`src/rtl/fb_pkg.sv`:
```
// Shared frame-buffer constants and the capture FSM state type.
package fb_pkg;

  localparam int FB_ADDR_W = 17;
  localparam int QVGA_W    = 320;
  localparam int QVGA_H    = 240;
  localparam int FB_DEPTH  = 76800;

  // SYNC waits for the first vertical blank so a partial frame is never
  // written. VBLANK arms the next frame. ACTIVE captures and SKIP discards.
  typedef enum logic [1:0] {
    SYNC   = 2'd0,
    VBLANK = 2'd1,
    ACTIVE = 2'd2,
    SKIP   = 2'd3
  } fb_state_t;

endpackage

```
`src/rtl/rgb565_byte_pair.sv`:
```
// Pairs the camera's high/low bytes into RGB565 pixels. The completion
// pulse is combinational, so the pixel is valid in the same cycle as the
// low byte on cam_data.
module rgb565_byte_pair (
  input  logic       clk,
  input  logic       reset,
  input  logic       en,
  input  logic       href,
  input  logic [7:0] cam_data,
  output logic       pix_done,
  output logic [7:0] hi_byte
);

  logic phase;

  // Toggle the byte phase on each valid byte. Fall back to the high-byte
  // phase whenever the line or the capture window closes, which also drops
  // a dangling high byte.
  always_ff @(posedge clk or posedge reset) begin
    if (reset) begin
      phase   <= 1'b0;
      hi_byte <= 8'h00;
    end else if (en && href) begin
      // NOTE: sequential state uses non-blocking assignments so every register samples pre-edge values.
      phase <= ~phase;
      if (!phase) hi_byte <= cam_data;
    end else begin
      phase <= 1'b0;
    end
  end

  assign pix_done = en & href & phase;

endmodule

```
`src/rtl/ov7670_fb_writer.sv`:
```
// Writes RGB565 pixels from an OV7670-style byte stream into a frame buffer.
// Frames are framed by vsync and lines by href. Capture is armed per frame
// by cap_en, and oversized lines or frames are clipped and flagged.
module ov7670_fb_writer
  import fb_pkg::*;
#(
  parameter int H_PIX   = QVGA_W,
  parameter int V_LINES = QVGA_H
) (
  input  logic                 clk,
  input  logic                 reset,
  input  logic                 vsync,
  input  logic                 href,
  input  logic [7:0]           cam_data,
  input  logic                 cap_en,
  output logic                 we,
  output logic [FB_ADDR_W-1:0] wAddr,
  output logic [15:0]          wData,
  output logic                 frame_done,
  output logic                 line_ovf
);

  // Counters run one past the last writable index, so saturation itself
  // marks "beyond the window".
  localparam int PIX_W  = $clog2(H_PIX + 1);
  localparam int LINE_W = $clog2(V_LINES + 1);
  localparam logic [PIX_W-1:0]  H_MAX = PIX_W'(H_PIX);
  localparam logic [LINE_W-1:0] V_MAX = LINE_W'(V_LINES);

  fb_state_t            state;
  logic [PIX_W-1:0]     pix_cnt;
  logic [LINE_W-1:0]    line_cnt;
  logic                 href_d;
  logic                 pair_en;
  logic                 pix_done;
  logic [7:0]           hi_byte;
  logic                 in_range;
  logic [FB_ADDR_W-1:0] pix_addr;

  // Bytes count only inside a frame. A vsync rise aborts the line at once.
  assign pair_en = ((state == ACTIVE) || (state == SKIP)) && !vsync;

  rgb565_byte_pair u_byte_pair (
    .clk      (clk),
    .reset    (reset),
    .en       (pair_en),
    .href     (href),
    .cam_data (cam_data),
    .pix_done (pix_done),
    .hi_byte  (hi_byte)
  );

  assign in_range = (pix_cnt < H_MAX) && (line_cnt < V_MAX);
  assign pix_addr = FB_ADDR_W'(line_cnt) * FB_ADDR_W'(H_PIX) + FB_ADDR_W'(pix_cnt);

  // Frame and line sequencing, position counters and the registered write port.
  always_ff @(posedge clk or posedge reset) begin
    if (reset) begin
      state      <= SYNC;
      pix_cnt    <= '0;
      line_cnt   <= '0;
      href_d     <= 1'b0;
      we         <= 1'b0;
      wAddr      <= '0;
      wData      <= '0;
      frame_done <= 1'b0;
      line_ovf   <= 1'b0;
    end else begin
      we         <= 1'b0;
      frame_done <= 1'b0;
      href_d     <= href;
      case (state)
        SYNC: begin
          if (vsync) state <= VBLANK;
        end
        VBLANK: begin
          pix_cnt  <= '0;
          line_cnt <= '0;
          if (!vsync) state <= cap_en ? ACTIVE : SKIP;
        end
        ACTIVE, SKIP: begin
          if (vsync) begin
            state      <= VBLANK;
            pix_cnt    <= '0;
            line_cnt   <= '0;
            frame_done <= (state == ACTIVE);
          end else if (pix_done) begin
            if (pix_cnt != H_MAX) pix_cnt <= pix_cnt + PIX_W'(1);
            if (state == ACTIVE) begin
              if (in_range) begin
                we    <= 1'b1;
                wAddr <= pix_addr;
                wData <= {hi_byte, cam_data};
              end else begin
                line_ovf <= 1'b1;
              end
            end
          end else if (href_d && !href) begin
            pix_cnt <= '0;
            if ((pix_cnt != '0) && (line_cnt != V_MAX)) line_cnt <= line_cnt + LINE_W'(1);
          end
        end
        default: state <= SYNC;
      endcase
    end
  end

endmodule

```
`config.mk`:
```
export PLATFORM = sky130hd
export DESIGN_NAME = ov7670_fb_writer
export DESIGN_NICKNAME = d
export VERILOG_FILES = /design/src/rtl/fb_pkg.sv /design/src/rtl/rgb565_byte_pair.sv /design/src/rtl/ov7670_fb_writer.sv
export SDC_FILE = /design/constraint.sdc
export NUM_CORES = 1
export LEC_CHECK = 0
export CAP_MARGIN = 40
export CORE_ASPECT_RATIO = 0.5
export CORE_MARGIN = 4
export CORE_UTILIZATION = 55
export CTS_CLUSTER_DIAMETER = 200
export CTS_CLUSTER_SIZE = 14
export DETAILED_ROUTE_END_ITERATION = 8
export PLACE_DENSITY = 0.81
export SYNTH_ARGS = -nofsm -noshare
export SYNTH_HDL_FRONTEND = slang
export SYNTH_HIERARCHICAL = 1
export SYNTH_SLANG_ARGS = --single-unit
```
`constraint.sdc`:
```
create_clock -name clk -period 6.15 [get_ports clk]
set_input_delay 1.845 -clock clk [delete_from_list [all_inputs] [get_ports clk]]
set_output_delay 1.845 -clock clk [all_outputs]
set_load 0.02 [all_outputs]
```
# After elaboration in Yosys (flattened, before gate mapping)
# Cells that the tools add are included.
[word_totals]
regBits = 65
latch_bits = 0
mem_bits_rw = 0
rom_bits = 0
in_bits = 13
output_inout_bits = 36
memories = 0
[op_classes]
n_addsub = 3
multipliers = 1
div_mod_pow = 0
n_lt_le_gt_ge = 2
eq_ne = 12
shifts = 0
muxes = 22
bitwise = 5
reduce_logical = 19
[op_table]
columns = ["cell", "n"]
rows = [
  ["9-bit two-way mux", 4],
  ["8-bit two-way mux", 4],
  ["9-bit one-hot mux with 2 select lines", 1],
  ["17-bit by 9-bit adder with 17-bit output", 1],
  ["8-bit one-hot mux with 2 select lines", 1],
  ["8-bit by 3-bit multiplier with 11-bit output, second input constant", 1],
  ["5-bit AND reduction", 2],
  ["9-bit by 1-bit adder with 9-bit output, second input constant", 1],
  ["9-bit less-than comparator, second input constant", 1],
  ["1-bit two-way mux", 9],
  ["3-bit != test, second input constant", 3],
  ["9-bit != test, second input constant", 1],
  ["9-bit nonzero test", 1],
  ["8-bit by 1-bit adder with 8-bit output, second input constant", 1],
  ["8-bit less-than comparator, second input constant", 1],
  ["4-bit != test, second input constant", 2],
  ["8-bit != test, second input constant", 1],
  ["1-bit logical AND", 5],
  ["2-bit equality test, second input constant", 2],
  ["2-bit two-way mux", 2],
  ["2-bit one-hot mux with 2 select lines", 1],
  ["2-bit AND reduction", 2],
  ["4-bit AND reduction", 1],
  ["1-bit inverter", 3],
  ["other kinds (11)", 13],
]

# Longest topological paths before layout
# Gate-level depths: netlist (run 1).
[logic_depth]
ltp_word = 8
mapped_depth = 9
ltp_nobuf = 9

# By module
# The synthesis (run 1) kept the hierarchy.
[modules_own_cells]
columns = ["mod", "instances", "cells_per_inst", "area_each_um2"]
rows = [
  ["ov7670_fb_writer", 1, 320, 2921.6],
  ["rgb565_byte_pair", 1, 21, 350.3],
]

# Worst setup path after synthesis (run 1)
# OpenSTA, ideal clock, no wires.
[synth_path]
kind = "in2reg"
start = "input vsync"
end = "register line_cnt[3]"
setup_time_ns = 0.135
arrival_time_ns = 3.291
t_required_ns = 6.015
path_slack_ns = 2.724
path_stages = 9
n_path_buf = 1
path_cell_list = "and2b_1 > and3_2 > and3b_1 > buf_2 > nor3b_2 > o311a_2 > nand4_1 > xor2_1 > nor2_1"
[synth_between]
elab_chain_cells = 6
[synth_rtl]
columns = ["element", "line_no", "rtl"]
rows = [
  ["start: declaration", "ov7670_fb_writer.sv:12", "input logic vsync,"],
  ["1-bit logical NOT", "-", ""],
  ["1-bit logical AND", "ov7670_fb_writer.sv:41", "assign pair_en = ((state == ACTIVE) || (state == SKIP)) && !vsync;"],
  ["1-bit AND (2 in a row)", "rgb565_byte_pair.sv:32", "assign pix_done = en & href & phase;"],
  ["named net pix_done", "ov7670_fb_writer.sv:35", "logic pix_done;"],
  ["3-bit != test (no line)", "-", ""],
  ["4-bit AND reduction (no line)", "-", ""],
  ["end signal: assignment", "ov7670_fb_writer.sv:100", "if ((pix_cnt != '0) && (line_cnt != V_MAX)) line_cnt <= line_cnt + LINE_W'(1);"],
  ["end: declaration", "ov7670_fb_writer.sv:32", "logic [LINE_W-1:0] line_cnt;"],
]
# The timed path passes the listed nets, and every way through them passes these cells.
# A chain may end at the register's enable or synchronous reset.

# Final worst setup path (run 1)
[layout_path]
start = "input vsync"
end = "register wAddr[16]"
[layout_between]
elab_chain_cells = 5
[layout_rtl]
columns = ["element", "line_no", "rtl"]
rows = [
  ["1-bit logical NOT", "-", ""],
  ["1-bit logical AND", "ov7670_fb_writer.sv:41", ""],
  ["named net pair_en", "ov7670_fb_writer.sv:34", "logic pair_en;"],
  ["1-bit AND (2 in a row)", "rgb565_byte_pair.sv:32", ""],
  ["named net pix_done", "ov7670_fb_writer.sv:35", ""],
  ["5-bit AND reduction (no line)", "-", ""],
  ["end signal: assignment", "ov7670_fb_writer.sv:92", "wAddr <= pix_addr;"],
  ["end: declaration", "ov7670_fb_writer.sv:17", "output logic [FB_ADDR_W-1:0] wAddr,"],
]
# The timed path passes the listed nets, and every way through them passes these cells.

==> results of run 1 <==
==> sequential cells by signal, indices dropped and copies added, names as in the netlist, 2 cells and up <==
name and count:
wAddr 17, wData 16, pix_cnt 9, line_cnt 8, u_byte_pair/hi_byte 8, state 2
==> layout make-up <==
class                      count  area, um^2
timing repair buffer          50         508
sequential                    65        1630
tap                           73        91.3
clock inverter                 7         125
clock buffer                   9         225
fill                         379        1430
inverter                      11        41.3
multi-input combinational    255        1560
==> routing by layer <==
layer | track usage | up-vias | part of all wire | wire, um
met3 | 0.0658 | 18 | 0.042 | 318
met1 | 0.283 | 1242 | 0.45 | 3340
met5 | 0 | - | 0 | 0
met4 | 0.0758 | 0 | 0.024 | 182
li1 | - | 1259 | - | -
met2 | 0.377 | 77 | 0.49 | 3660
==> cells by family (layout without fill, tap and decap cells) <==
family	count (synthesis)	after routing	synth area share
AOI/OAI and AO/OA	52	52	0.0979
xor gates and xnor gates	16	16	0.0428
adders and majority gates	21	21	0.0849
buffers and inverters	21	77	0.0260
DFF	65	65	0.497
muxes	8	8	0.0275
and+or+nand+nor	158	158	0.224
==> worst min-delay path, stage by stage, from the launching register on <==
cell and delay, ns:
dfrtp_1 0.34, nand2_1 0.05, nand2_1 0.05
==> worst min path at each step <==
stage                     cells after the start   endpoint  slack (ns)
final                                         2   wData[8]        0.47
after global routing                          2   wData[8]        0.49
after CTS                                     2   wData[8]        0.47
after detailed placement                      2  wData[10]        0.45
after global placement                        2   wData[8]        0.44
after floorplan                               2  wData[10]        0.43
==> synth_stat cells, types with 2 or more instances <==
cell / n / share of area
fa_1: 2 / 0.012
dfrtp_1: 65 / 0.50
nand3_1: 10 / 0.015
buf_2: 5 / 0.0076
clkbuf_1: 5 / 0.0057
nand2b_1: 5 / 0.0096
and3_1: 4 / 0.0076
a31oi_1: 2 / 0.0038
nand4_1: 4 / 0.0076
nor2b_1: 4 / 0.0076
mux2_2: 8 / 0.028
xor2_1: 12 / 0.032
ha_1: 19 / 0.073
o31ai_1: 3 / 0.0069
inv_1: 10 / 0.011
nor2_1: 22 / 0.025
a211oi_1: 2 / 0.0046
nor3_1: 3 / 0.0046
o21ai_1: 11 / 0.017
o21ai_0: 18 / 0.028
nand2_1: 94 / 0.11
a21oi_1: 5 / 0.0076
a21o_1: 2 / 0.0046
xnor2_1: 4 / 0.011
==> stage by stage <==
stage          utilization  hold slack [ns]  power, W
2_1_floorplan            -            0.433  0.000490
6_report             0.745            0.467   0.00110
3_3_place_gp         0.679            0.441  0.000510
4_1_cts              0.745            0.469   0.00111
5_1_grt              0.745            0.491   0.00114
3_5_place_dp         0.682            0.446  0.000514
==> power breakdown <==
| part | switching (W) | total [W] | internal, W |
|---|---|---|---|
| clock network | 0.000194 | 0.000595 | 0.000400 |
| registers | 0.00000915 | 0.000454 | 0.000444 |
| logic | 0.0000272 | 0.0000532 | 0.0000261 |
| total | 0.000231 | 0.00110 | 0.000871 |
==> results.yml, run 1 <==
global_routing:
  grt_pass1_wl_um: 13000
  first_global_vias: 2744
  grt.total_usage: 0.227
  overflow: 0
  grt_max_degree: 45
  antenna_found_initial: 0
critical_path:
  crit_arrival_ns: 4.38
  path_buf_inv: 3
  cp_top_family: "buffers and inverters"
  reg2reg_to: "wAddr[16]"
  endpoint: "wAddr[16]"
  max_stage_delay_ns: 0.50
  path_max_fanout: 44
  startpoint_type: "input pin"
  crit_slowest_cell: "clkdlybuf4s50_1"
  crit_type: "input pin to flop"
  cp_num_cells: 9
  cp.required_ns: 6.36
  r2r_slack_ns: 3.19
  path_cells: "clkdlybuf4s50_1 > and2b_1 > and3_2 > and3b_1 > nand4_1 > buf_4 > inv_2 > o311ai_1 > o21a_1"
  crit_start: "vsync"
  endpoint_kind: "flop"
  r2r_start: "line_cnt[1]"
  reg2reg_depth: 9
synth:
  synthFlopType: "dfrtp_1"
  syn_avg_cell_area_um2: 9.59
  synthesis.area_mm2: 0.00327
  yosys_warnings: 6
  ys_seq_area_frac: 0.497
  syn_inst: 341
  ys_async_sr_fraction: 1.00
  syn_nets: 375
  ys_types: 46
  synth_seq_cells: 65
  synth_edf_count: 0
timing:
  hold_violations: 0
  setup_tns_ns: 0
  rsz0062_at_grt: "no"
  setup_ws_ns: 1.99
  finalCritPeriodShare: 0.677
  finClkSkew_ns: 0.00780
  min_period_ns: 4.16
  slew_headroom: 0.651
  setup_viol: 0
  max_freq_mhz: 240
  tightest_slew_ns: 0.519
  drv_slew: 0
die:
  dieWidth_um: 117
  die_h_um: 62.5
  die_area_mm2: 0.00732
  io_pins: 49
  rows: 19
  start_util: 0.583
  core_mm2: 0.00561
run_status:
  status: "complete, no violations"
placed_design:
  gp_congestion: 0.870
  dp_slack_ns: 1.75
  dp.cells: 454
  dp_hpwl_um: 5170
  dpl-instance-area_mm2: 0.00383
  port_buffers: 48
finish:
  final_cell_mix: "nand2_1 (94), dfrtp_1 (65), clkdlybuf4s50_1 (48), nor2_1 (22), ha_1 (19)"
  fin_area_mm2: 0.00418
  area_delta_synth_final_pct: 27.7
  layout_commonest_cell: "nand2_1"
  num_antenna_cells: 0
  stdcell_count: 470
  drive_above_1_share: 0.0957
  final_nets: 426
job:
  maxCapViolCount: 0
clock_network:
  cts_buffers: 9
  worst_skew_pair.late_latency_ns: 0.33
  root_buffer: "clkbuf_16"
  clk_pin_slew_ns: 0.06
  hold_buffers: 0
  cts_resized: 0
  cts_htree_levels: 3
  cts_buffer_depth: 2
  post_cts_buffers: 0
  cts_tree: "yes"
  cts.sinks: 65
route:
  initialDrtViolationCount: 215
  wire_per_inst_um: 15.9
  first_pass_iters: 4
  via_per_inst: 5.52
  num_vias: 2596
  wl_um: 7490
  postRouteAntennaNets: 0
  drc: 0
power_and_ir_drop:
  p_leak_nw: 2.01
  power.density_mw_per_mm2: 264
  peakVddDrop_v: 0.000138
hold_path:
  hp-class: "flop to flop"
  hp-start: "u_byte_pair/hi_byte[0]"
Note: power is estimated with default switching activity, not from simulation.
==> run 2, diff against run 1 <==
CORE_UTILIZATION = 54   (was 55)
PLACE_DENSITY = 0.8   (was 0.81)
clock period = 3.95 ns   (was 6.15 ns; I/O delays follow)
==> results.yml, run 2 (same netlist as run 1, synthesis figures left out) <==
run_status:
  status: "complete, no violations"
critical_path:
  cp_num_cells: 8
  startpoint_type: "input pin"
  path_buf_inv: 1
  path_cells: "clkdlybuf4s50_1 > and2b_1 > and3_2 > nand3_1 > o22ai_1 > a21o_1 > or2_1 > o41ai_2"
  cp.required_ns: 4.18
  r2r_slack_ns: 1.20
  crit_type: "input pin to flop"
  crit_arrival_ns: 3.44
  endpoint_kind: "flop"
  crit_slowest_cell: "clkdlybuf4s50_1"
  path_max_fanout: 11
  max_stage_delay_ns: 0.54
  reg2reg_to: "wAddr[16]"
  reg2reg_depth: 9
  r2r_start: "line_cnt[3]"
  cp_top_family: "simple AND/OR/NAND/NOR gates"
global_routing:
  grt_max_degree: 33
  first_global_vias: 2737
  overflow: 0
  grt.total_usage: 0.220
  antenna_found_initial: 0
  grt_pass1_wl_um: 13200
die:
  rows: 19
  io_pins: 49
  die_area_mm2: 0.00744
  dieWidth_um: 118
  core_mm2: 0.00568
  start_util: 0.576
  die_h_um: 63.0
timing:
  rsz0062_at_grt: "no"
  drv_slew: 0
  slew_headroom: 0.630
  setup_viol: 0
  max_freq_mhz: 311
  finalCritPeriodShare: 0.813
  min_period_ns: 3.21
  setup_tns_ns: 0
  finClkSkew_ns: 0.00719
  hold_violations: 0
  tightest_slew_ns: 0.552
hold_path:
  hp-class: "flop to flop"
  holdPathEnd: "wData[10]"
  holdPathStages: 2
  hp-start: "u_byte_pair/hi_byte[2]"
placed_design:
  dp_hpwl_um: 5350
  dp.cells: 456
  port_buffers: 48
  gp_congestion: 0.843
  dpl-instance-area_mm2: 0.00383
route:
  wire_per_inst_um: 15.5
  via_per_inst: 5.54
  first_pass_iters: 4
  initialDrtViolationCount: 177
  drc: 0
  wl_um: 7340
  num_vias: 2617
  postRouteAntennaNets: 0
finish:
  final_cell_mix: "nand2_1 (94), dfrtp_1 (65), clkdlybuf4s50_1 (48), nor2_1 (22), ha_1 (19)"
  area_delta_synth_final_pct: 26.3
  stdcell_count: 472
  fin_area_mm2: 0.00413
  final_nets: 428
  num_antenna_cells: 0
  top_register: "wAddr"
  layout_commonest_cell: "nand2_1"
  largest_reg_flops: 17
  drive_above_1_share: 0.100
  reg_top3: "wAddr (17), wData (16), pix_cnt (9)"
clock_network:
  cts_htree_levels: 3
  cts_tree: "yes"
  cts.sinks: 65
  hold_buffers: 0
  worst_skew_pair.late_latency_ns: 0.33
  cts_buffer_depth: 2
  clk_pin_slew_ns: 0.06
  post_cts_buffers: 0
  cts_resized: 0
  root_buffer: "clkbuf_16"
  cts_buffers: 9
job:
  maxCapViolCount: 0
power_and_ir_drop:
  peakVddDrop_v: 0.000246
  p_leak_nw: 1.99
  power.density_mw_per_mm2: 384
==> run 2: report_power, final <==
group / switching, W / internal (W)
sequential: 0.0000135 / 0.000692
combinational: 0.0000416 / 0.0000391
clock: 0.000307 / 0.000494
==> run 2: worst max-delay path by stage <==
stage,from,to
floorplan,vsync,line_cnt[3]
global placement,vsync,pix_cnt[5]
detailed placement,vsync,line_cnt[6]
CTS,vsync,line_cnt[6]
global route,vsync,line_cnt[6]
finish,vsync,pix_cnt[5]
==> run 2: area by class of cell <==
class / instances / area [um^2]
clock inverters: 7 / 77.6
clock buffers: 9 / 225
fillers: 395 / 1550
inverters: 11 / 41.3
multi-input cells: 255 / 1560
repair buffers: 52 / 510
flip-flops and latches: 65 / 1630
well taps: 73 / 91.3
==> run 2: worst reg2reg max path: cells and delay by family, from the launching register on <==
| family | cells | cell delay, ns |
|---|---|---|
| fa+ha+maj | 3 | 0.97 |
| compound gates | 3 | 0.73 |
| flops | 1 | 0.46 |
| simple gates | 2 | 0.27 |
| xor+xnor | 1 | 0.27 |
==> run 2: routing by layer <==
layer	part of all wire	vias up	track usage	routed length, um
li1	-	1258	-	-
met4	0.015	0	0.0715	113
met1	0.43	1285	0.269	3160
met5	0	-	0	0
met3	0.043	12	0.0570	316
met2	0.51	62	0.385	3740
==> run 2: through the flow <==
step | total power [W] | utilization | hold slack [ns] | worst slack [ns]
after floorplan | 0.000763 | - | 0.433 | 1.18
after global placement | 0.000795 | 0.674 | 0.445 | 0.537
after detailed placement | 0.000799 | 0.674 | 0.454 | 0.445
after CTS | 0.00160 | 0.727 | 0.460 | 0.758
after global routing | 0.00164 | 0.727 | 0.482 | 0.572
final | 0.00159 | 0.727 | 0.459 | 0.738
